<file path="src/rtl/router_pkg.sv">
// router_pkg: shared constants and types for the router output-port reader.
//   Header byte layout is {len[7:2], addr[1:0]}.
//   rd_state_t : reader FSM states (what the next FIFO read will fetch).
//   beat_t     : one client beat as held in the skid buffer.
package router_pkg;

    localparam int DATA_W   = 8;
    localparam int LEN_MSB  = 7;
    localparam int LEN_LSB  = 2;
    localparam int ADDR_MSB = 1;
    localparam int ADDR_LSB = 0;
    localparam int MAX_LEN  = 63;
    localparam int LEN_W    = $clog2(MAX_LEN + 1);
    localparam int ADDR_W   = ADDR_MSB - ADDR_LSB + 1;

    typedef enum logic [1:0] {
        IDLE,   // next read fetches a header
        HDR,    // header in flight / held; next read is payload (or parity for len 0)
        PLD,    // payload reads remaining in cnt
        PAR     // next read fetches the parity byte
    } rd_state_t;

    typedef struct packed {
        logic [DATA_W-1:0] data;
        logic              sop;
        logic              eop;
    } beat_t;

endpackage

</file>
<file path="src/rtl/router_out_if.sv">
// router_out_if: FIFO-side and client-side signals of one router output port.
//   master : the reader engine (drives read_enb and the client stream)
//   slave  : the environment (FIFO/sync block and destination client)
interface router_out_if #(
    parameter int DATA_W = 8
);
    logic              vld_out;
    logic              soft_reset;
    logic [DATA_W-1:0] fifo_dout;
    logic              read_enb;
    logic [DATA_W-1:0] dout;
    logic              dout_valid;
    logic              dout_ready;
    logic              sop;
    logic              eop;
    logic              pkt_err;
    logic              pkt_abort;

    modport master (
        input  vld_out, soft_reset, fifo_dout, dout_ready,
        output read_enb, dout, dout_valid, sop, eop, pkt_err, pkt_abort
    );

    modport slave (
        output vld_out, soft_reset, fifo_dout, dout_ready,
        input  read_enb, dout, dout_valid, sop, eop, pkt_err, pkt_abort
    );
endinterface

</file>
<file path="src/rtl/router_rd_skid.sv">
// router_rd_skid: 2-entry in-order buffer of client beats {data, sop, eop}.
//   clock/reset : rising-edge clock, async active-low reset
//   flush       : drop all entries this edge (push ignored)
//   push/push_beat, pop : write and read strobes (pop only when valid)
//   head/valid  : oldest entry, presented to the client
//   occ         : number of entries held (0..2)
module router_rd_skid
    import router_pkg::*;
(
    input  logic       clock,
    input  logic       reset,
    input  logic       flush,
    input  logic       push,
    input  beat_t      push_beat,
    input  logic       pop,
    output beat_t      head,
    output logic       valid,
    output logic [1:0] occ
);

    beat_t      e0_q, e0_d, e1_q, e1_d;
    logic [1:0] occ_q, occ_d;

    always_comb begin
        e0_d  = e0_q;
        e1_d  = e1_q;
        occ_d = occ_q;
        if (flush) begin
            occ_d = 2'd0;
        end else begin
            unique case ({push, pop})
                2'b10: begin
                    if (occ_q == 2'd0) e0_d = push_beat;
                    else               e1_d = push_beat;
                    occ_d = occ_q + 2'd1;
                end
                2'b01: begin
                    e0_d  = e1_q;
                    occ_d = occ_q - 2'd1;
                end
                2'b11: begin
                    // Occupancy unchanged; the new beat lands behind whatever remains.
                    if (occ_q == 2'd1) begin
                        e0_d = push_beat;
                    end else begin
                        e0_d = e1_q;
                        e1_d = push_beat;
                    end
                end
                default: ;
            endcase
        end
    end

    always_ff @(posedge clock or negedge reset) begin
        if (!reset) begin
            e0_q  <= '0;
            e1_q  <= '0;
            occ_q <= 2'd0;
        end else begin
            e0_q  <= e0_d;
            e1_q  <= e1_d;
            occ_q <= occ_d;
        end
    end

    assign head  = e0_q;
    assign valid = (occ_q != 2'd0);
    assign occ   = occ_q;

endmodule

</file>
<file path="src/rtl/router_out_reader.sv">
// router_out_reader: read-side engine for one router output port.
//   Drains the output FIFO, parses header/payload/parity and presents the bytes
//   on a valid/ready client stream with sop/eop/pkt_err, plus a pkt_abort pulse
//   when soft_reset kills a packet.
//   clock, reset : rising-edge clock, async active-low reset
//   bus          : router_out_if.master (FIFO read side + client stream)
//   Optional: PARITY_CHECK_EN adds the running-XOR parity check to pkt_err;
//   without it pkt_err reports header address mismatch only.
module router_out_reader
    import router_pkg::*;
#(
    parameter int DATA_W  = 8,
    parameter int PORT_ID = 0
) (
    input  logic         clock,
    input  logic         reset,
    router_out_if.master bus
);

    localparam logic [ADDR_W-1:0] PORT_ADDR = ADDR_W'(PORT_ID);

    rd_state_t        state_q, state_d;
    logic [LEN_W-1:0] cnt_q, cnt_d, len_q, len_d;
    logic [ADDR_W-1:0] addr_q, addr_d;
    logic             infl_q, infl_d, infl_sop_q, infl_sop_d, infl_eop_q, infl_eop_d;
    logic             err_q, err_d, abort_q, abort_d;
`ifdef PARITY_CHECK_EN
    logic [DATA_W-1:0] acc_q, acc_d;
`endif

    beat_t            push_beat, head;
    logic             push, pop, skid_vld;
    logic [1:0]       occ;

    logic             hdr_now, can_rd, rd;
    logic [LEN_W-1:0] hdr_len;
    logic [2:0]       occ_eff;

    router_rd_skid u_skid (
        .clock     (clock),
        .reset     (reset),
        .flush     (bus.soft_reset),
        .push      (push),
        .push_beat (push_beat),
        .pop       (pop),
        .head      (head),
        .valid     (skid_vld),
        .occ       (occ)
    );

    always_comb begin
        pop     = skid_vld & bus.dout_ready;
        // The header byte is on fifo_dout only in the first HDR cycle; a stalled
        // HDR falls back to the captured length.
        hdr_now = (state_q == HDR) & infl_q;
        hdr_len = hdr_now ? bus.fifo_dout[LEN_MSB:LEN_LSB] : len_q;
        // Credit counts a beat leaving this cycle as already gone, so a
        // continuously ready client sees one byte per cycle.
        occ_eff = {1'b0, occ} + {2'b00, infl_q} - {2'b00, pop};

        unique case (state_q)
            HDR:     can_rd = (hdr_len != '0);
            default: can_rd = 1'b1;
        endcase

        rd = reset & bus.vld_out & ~bus.soft_reset & (occ_eff < 3'd2) & can_rd;
    end

    always_comb begin
        state_d    = state_q;
        cnt_d      = cnt_q;
        len_d      = len_q;
        addr_d     = addr_q;
        err_d      = err_q;
        infl_d     = rd;
        infl_sop_d = rd & (state_q == IDLE);
        infl_eop_d = rd & (state_q == PAR);
        abort_d    = bus.soft_reset & ((state_q != IDLE) | (occ != 2'd0));
        push       = infl_q & ~bus.soft_reset;
        push_beat  = '{data: bus.fifo_dout, sop: infl_sop_q, eop: infl_eop_q};
`ifdef PARITY_CHECK_EN
        acc_d      = acc_q;
`endif

        if (hdr_now) begin
            len_d  = bus.fifo_dout[LEN_MSB:LEN_LSB];
            addr_d = bus.fifo_dout[ADDR_MSB:ADDR_LSB];
        end

        unique case (state_q)
            IDLE: if (rd) state_d = HDR;
            HDR: begin
                if (hdr_len == '0) begin
                    state_d = PAR;
                end else if (rd) begin
                    cnt_d   = hdr_len - LEN_W'(1);
                    state_d = (hdr_len == LEN_W'(1)) ? PAR : PLD;
                end
            end
            PLD: begin
                if (rd) begin
                    cnt_d = cnt_q - LEN_W'(1);
                    if (cnt_q == LEN_W'(1)) state_d = PAR;
                end
            end
            PAR: if (rd) state_d = IDLE;
            default: state_d = IDLE;
        endcase

        // Arriving bytes: fold header/payload into the accumulator and judge the
        // packet when its parity byte lands. Only one EOP can sit in the skid at
        // a time, so a single err flag serves the EOP beat at the head.
        if (push) begin
`ifdef PARITY_CHECK_EN
            if (infl_sop_q)      acc_d = bus.fifo_dout;
            else if (!infl_eop_q) acc_d = acc_q ^ bus.fifo_dout;
            if (infl_eop_q)
                err_d = (acc_q != bus.fifo_dout) | (addr_q != PORT_ADDR);
`else
            if (infl_eop_q)
                err_d = (addr_q != PORT_ADDR);
`endif
        end

        if (bus.soft_reset) begin
            state_d    = IDLE;
            cnt_d      = '0;
            err_d      = 1'b0;
            infl_d     = 1'b0;
            infl_sop_d = 1'b0;
            infl_eop_d = 1'b0;
        end
    end

    always_ff @(posedge clock or negedge reset) begin
        if (!reset) begin
            state_q    <= IDLE;
            cnt_q      <= '0;
            len_q      <= '0;
            addr_q     <= '0;
            err_q      <= 1'b0;
            abort_q    <= 1'b0;
            infl_q     <= 1'b0;
            infl_sop_q <= 1'b0;
            infl_eop_q <= 1'b0;
`ifdef PARITY_CHECK_EN
            acc_q      <= '0;
`endif
        end else begin
            state_q    <= state_d;
            cnt_q      <= cnt_d;
            len_q      <= len_d;
            addr_q     <= addr_d;
            err_q      <= err_d;
            abort_q    <= abort_d;
            infl_q     <= infl_d;
            infl_sop_q <= infl_sop_d;
            infl_eop_q <= infl_eop_d;
`ifdef PARITY_CHECK_EN
            acc_q      <= acc_d;
`endif
        end
    end

    assign bus.read_enb   = rd;
    assign bus.dout       = head.data;
    assign bus.dout_valid = skid_vld;
    assign bus.sop        = skid_vld & head.sop;
    assign bus.eop        = skid_vld & head.eop;
    assign bus.pkt_err    = skid_vld & head.eop & err_q;
    assign bus.pkt_abort  = abort_q;

endmodule

</file>
<file path="src/flat_wrapper.sv">
// flat-port wrapper written by rule: the top's interface ports become plain ports
module router_out_reader_flat import router_pkg::*;
#(
    parameter int DATA_W  = 8,
    parameter int PORT_ID = 0
)
  (clock, reset, bus_vld_out, bus_soft_reset, bus_fifo_dout, bus_dout_ready, bus_read_enb, bus_dout, bus_dout_valid, bus_sop, bus_eop, bus_pkt_err, bus_pkt_abort);
  router_out_if #(.DATA_W(DATA_W)) bus_i ();
  input  logic clock;
  input  logic reset;
  input wire logic [$bits(bus_i.vld_out)-1:0] bus_vld_out;
  input wire logic [$bits(bus_i.soft_reset)-1:0] bus_soft_reset;
  input wire logic [$bits(bus_i.fifo_dout)-1:0] bus_fifo_dout;
  input wire logic [$bits(bus_i.dout_ready)-1:0] bus_dout_ready;
  output wire logic [$bits(bus_i.read_enb)-1:0] bus_read_enb;
  output wire logic [$bits(bus_i.dout)-1:0] bus_dout;
  output wire logic [$bits(bus_i.dout_valid)-1:0] bus_dout_valid;
  output wire logic [$bits(bus_i.sop)-1:0] bus_sop;
  output wire logic [$bits(bus_i.eop)-1:0] bus_eop;
  output wire logic [$bits(bus_i.pkt_err)-1:0] bus_pkt_err;
  output wire logic [$bits(bus_i.pkt_abort)-1:0] bus_pkt_abort;
  assign bus_i.vld_out = bus_vld_out;
  assign bus_i.soft_reset = bus_soft_reset;
  assign bus_i.fifo_dout = bus_fifo_dout;
  assign bus_i.dout_ready = bus_dout_ready;
  assign bus_read_enb = bus_i.read_enb;
  assign bus_dout = bus_i.dout;
  assign bus_dout_valid = bus_i.dout_valid;
  assign bus_sop = bus_i.sop;
  assign bus_eop = bus_i.eop;
  assign bus_pkt_err = bus_i.pkt_err;
  assign bus_pkt_abort = bus_i.pkt_abort;
  router_out_reader #(.DATA_W(DATA_W), .PORT_ID(PORT_ID)) u_core (.clock(clock), .reset(reset), .bus(bus_i));
endmodule
</file>
<file path="config.mk">
export PLATFORM = sky130hd
export DESIGN_NAME = router_out_reader_flat
export DESIGN_NICKNAME = d
export VERILOG_FILES = /design/src/rtl/router_pkg.sv /design/src/rtl/router_out_if.sv /design/src/rtl/router_rd_skid.sv /design/src/rtl/router_out_reader.sv /design/src/flat_wrapper.sv
export SDC_FILE = /design/constraint.sdc
export NUM_CORES = 1
export LEC_CHECK = 0
export CAP_MARGIN = 20
export CORE_MARGIN = 2
export CORE_UTILIZATION = 50
export CTS_CLUSTER_DIAMETER = 50
export DETAILED_ROUTE_END_ITERATION = 8
export MAX_ROUTING_LAYER = met4
export PLACE_DENSITY_LB_ADDON = 0.1
export SYNTH_ARGS = -nofsm -noshare
export SYNTH_HDL_FRONTEND = slang
export SYNTH_SLANG_ARGS = --single-unit
</file>
<file path="constraint.sdc">
create_clock -name clock -period 5.3 [get_ports clock]
set_clock_uncertainty 0.05 [all_clocks]
set_input_delay 1.06 -clock clock [delete_from_list [all_inputs] [get_ports clock]]
set_output_delay 1.06 -clock clock [all_outputs]
set_load 0.02 [all_outputs]
</file>
==> metrics.md <==
| Metric | Value |
|---|---|
| Outcome | finished, final reports clean |
| Syn avg cell area | 10.7 µm² |
| TritonCTS clock tree | done |
| RSZ-0062 raised after global routing | no |
| NumNets Final | 272 |
| Final Non-Filler Cells | 314 |
| Final Power | 1.45 mW |
| Critical path's most frequent cell | nand2_1 |
| Post-Route Setup TNS | 0 ps |
| Layout Utilization | 0.586 |
| Area grow syn2layout | 13.7% |
| Critical Path Max Stage Delay | 610 ps |
| Static leakage | 1.32 nW |
| Post-DRT Antenna Nets | 0 |
| Peak Freq | 0.204 GHz |
| TritonRoute pass-1 iters | 4 |
| Synth Instances | 228 |
| Max transition margin | 0.586 |
| CP max-delay cell | clkdlybuf4s50_1 |
| Core area | 4720 µm² |
| Initial antenna violation count | 0 |
| Number of gates resized after CTS | 0 |
| # hold bufs at CTS | 0 |
| IO Pins | 27 |
| Slew Limit Fails | 0 |
| Die ar. | 5440 µm² |
| Post-synthesis register bit count | 43 |
| Net Sw Frac | 0.401 |
| Post-synth top area cell | dfrtp_1 |
| Startpoint Class | input port |
| Worst-path clk slew | 80 ps |
| Top cells by count, synth | 43 x dfrtp_1, 20 x a21oi_1, 20 x nor2_1, 18 x mux2i_1, 14 x inv_1 |
| Max Cap Viol | 0 |
| Wire length per cell | 14.3 µm |
| Global-route wire length before repair | 7.96 mm |
| Vias in the first global route | 1675 |
| Ys async rst share | 1.00 |
| Dpl hpwl | 3.25 mm |
| Critical path arrival | 3800 ps |
| CP cell instances | clkdlybuf4s50_1 > nand2_1 > xnor2_1 > nand2_1 > fa_1 > nand4b_1 > nor2_1 > nand2_1 > inv_2 > clkdlybuf4s50_1 |
| Largest net degree at the start of global routing | 44 |
| Grt total ovfl | 0 |
| Num CTS Buffers | 5 |
| CP Max Fanout | 8 |
| Synthesis Warnings | 0 |
| Seq/Total Area, Yosys | 0.442 |
| Routed via count | 1662 |
| PwrDens | 526 nW/µm² |
| Hold crit path type | reg -> reg |
| Final period util | 0.926 |
| Vias/cell | 5.29 |
| Clock root buffer | clkbuf_8 |
| Slew @ Worst Pin | 619 ps |
| Post-CTS setup buffer count | 0 |
| Peak supply drop | 0.251 mV |
| CTS H-Tree Depth | 2 |
| Horiz. Die Dim | 73.8 µm |
| DRC viols | 0 |
| GRT Util Overall | 0.198 |
| Critical path required time | 4190 ps |
| Most frequent cell after synthesis | dfrtp_1 |
| Final Critical Period | 4910 ps |
| WL final | 4.51 mm |
| Drt initial violations | 76 |
| IO Port Bufs | 26 |
| Area contributors post-synth | dfrtp_1 44%, mux2i_1 7.4%, mux2_2 6.0% |
| Die H | 73.8 µm |
| Clock buffer depth | 2 |
| Buf/Inv on CP | 3 |
| Mapped Area | 2430 µm² |
| Floorplan row count | 25 |
| Worst skew pair latency | 300 ps |
| Post-synth EDFFs | 0 |
| Mapped Nets | 253 |
| Ys flop type | dfrtp_1 |
| Post-synth cell types | 49 |
| Share of cells above drive strength 1 | 0.138 |
| Clock share of power | 0.141 |
| Delay-heaviest family, CP | buffers and inverters |
| Inst Count DP | 307 |
| Crit path capture type | output pin |
| Ant. Diodes | 0 |
| Internal power | 871 µW |
| Final Hold Viols | 0 |
| Critical path class | in -> out |
| Psw | 584 µW |
| Initial core utilization | 0.515 |
| Clock Sinks | 43 |
| Comb power frac | 0.493 |
| Synth top area share | 0.442 |
| Placer Congestion | 0.826 |
| Final setup viols | 0 |
| Sequential share of power | 0.366 |
area by class of cell:
type / instances / area [µm²]
clock inverter: 2 / 13.8
timing repair buffer: 28 / 270
fill: 408 / 1960
clock buffer: 5 / 68.8
multi-input combinational: 153 / 1190
inverter: 16 / 60.1
sequential: 43 / 1080
tap: 67 / 83.8
metrics by stage:
| step | hold slack (ps) | instance area (µm²) | setup WS, ps |
|---|---|---|---|
| 6_report | 459 | 2770 | 393 |
| 5_1_grt | 486 | 2770 | 114 |
| 4_1_cts | 460 | 2770 | 386 |
| 3_5_place_dp | 441 | 2690 | 393 |
| 3_3_place_gp | 435 | 2690 | 477 |
| 2_1_floorplan | 428 | 2430 | 1660 |
cells by family after synthesis:
kind of cell	after synthesis	synth area share
AND/OR/NAND/NOR	56	0.124
flip-flops	43	0.442
XOR/XNOR	6	0.0216
buffers and inverters	32	0.0668
AO/OA/AOI/OAI	47	0.140
multiplexers	32	0.140
adder cells (fa/ha/maj)	12	0.0648
cells in the final DEF, fill, tap and decap left out, types with 2 or more instances in the layout:
cell,netlist,final
dfrtp_1,43,43
clkdlybuf4s50_1,0,25
a21oi_1,20,20
nor2_1,20,20
mux2i_1,18,18
inv_1,14,14
mux2_2,13,13
ha_1,11,11
nand2_1,9,9
clkbuf_8,0,5
and3_1,4,4
nor2b_1,4,4
a311oi_1,4,4
xnor2_1,3,3
xor2_1,3,3
a211oi_2,3,3
nand3b_1,3,3
inv_2,2,2
and4bb_1,2,2
and2_1,2,2
o211ai_1,2,2
o21ai_0,2,2
nand3_1,2,2
a221o_1,2,2
a211oi_1,2,2
or3_1,2,2
a21o_1,2,2
buf_4,8,2
layer usage:
layer,GRT usage,part of all wire
met1,0.258,0.49
met2,0.311,0.46
met3,0.0425,0.032
met4,0.0566,0.013
met5,-,0
final timing paths:
| check | start | to | slack (ps) | cells past startpoint |
|---|---|---|---|---|
| worst max-delay path | bus_dout_ready | bus_read_enb | 390 | 10 |
| worst min-delay path | u_core.u_skid.e1_q[1] | u_core.u_skid.e1_q[1] | 460 | 1 |
| worst max register to register | u_core.state_q[1] | u_core.state_q[1] | 2160 | 11 |
| worst min register to register | u_core.u_skid.e1_q[1] | u_core.u_skid.e1_q[1] | 460 | 1 |
| max in group asynchronous | reset | u_core.cnt_q[0] | 4020 | 2 |
| min in group asynchronous | reset | u_core.u_skid.head[0] | 820 | 2 |
worst reg2reg max path, stage by stage, from the launching register on:
cell,delay (ps)
dfrtp_1,430
inv_1,130
ha_1,550
nand2_4,220
a21oi_1,390
ha_1,250
and2_1,140
o221ai_2,110
nand2_1,180
inv_2,90
a211oi_2,330
mux2i_1,210
registers in the layout (all words and copies together), names as in the netlist:
signal and flops:
u_core.len_q 6, u_core.infl_eop_q 1, u_core.bus.pkt_abort 1, u_core.state_q 2, u_core.u_skid.occ 2, u_core.addr_q 2, u_core.u_skid.head 10, u_core.err_q 1
u_core.infl_q 1, u_core.cnt_q 6, u_core.infl_sop_q 1, u_core.u_skid.e1_q 10
power groups by stage:
stage	Combinational, mW	Clock (mW)	Sequential, mW
after floorplan	0.579	0	0.516
after global placement	0.717	0	0.536
after detailed placement	0.721	0	0.539
after CTS	0.724	0.210	0.533
after global routing	0.804	0.224	0.554
final	0.717	0.205	0.532
Note: power is estimated with default switching activity, not from simulation.
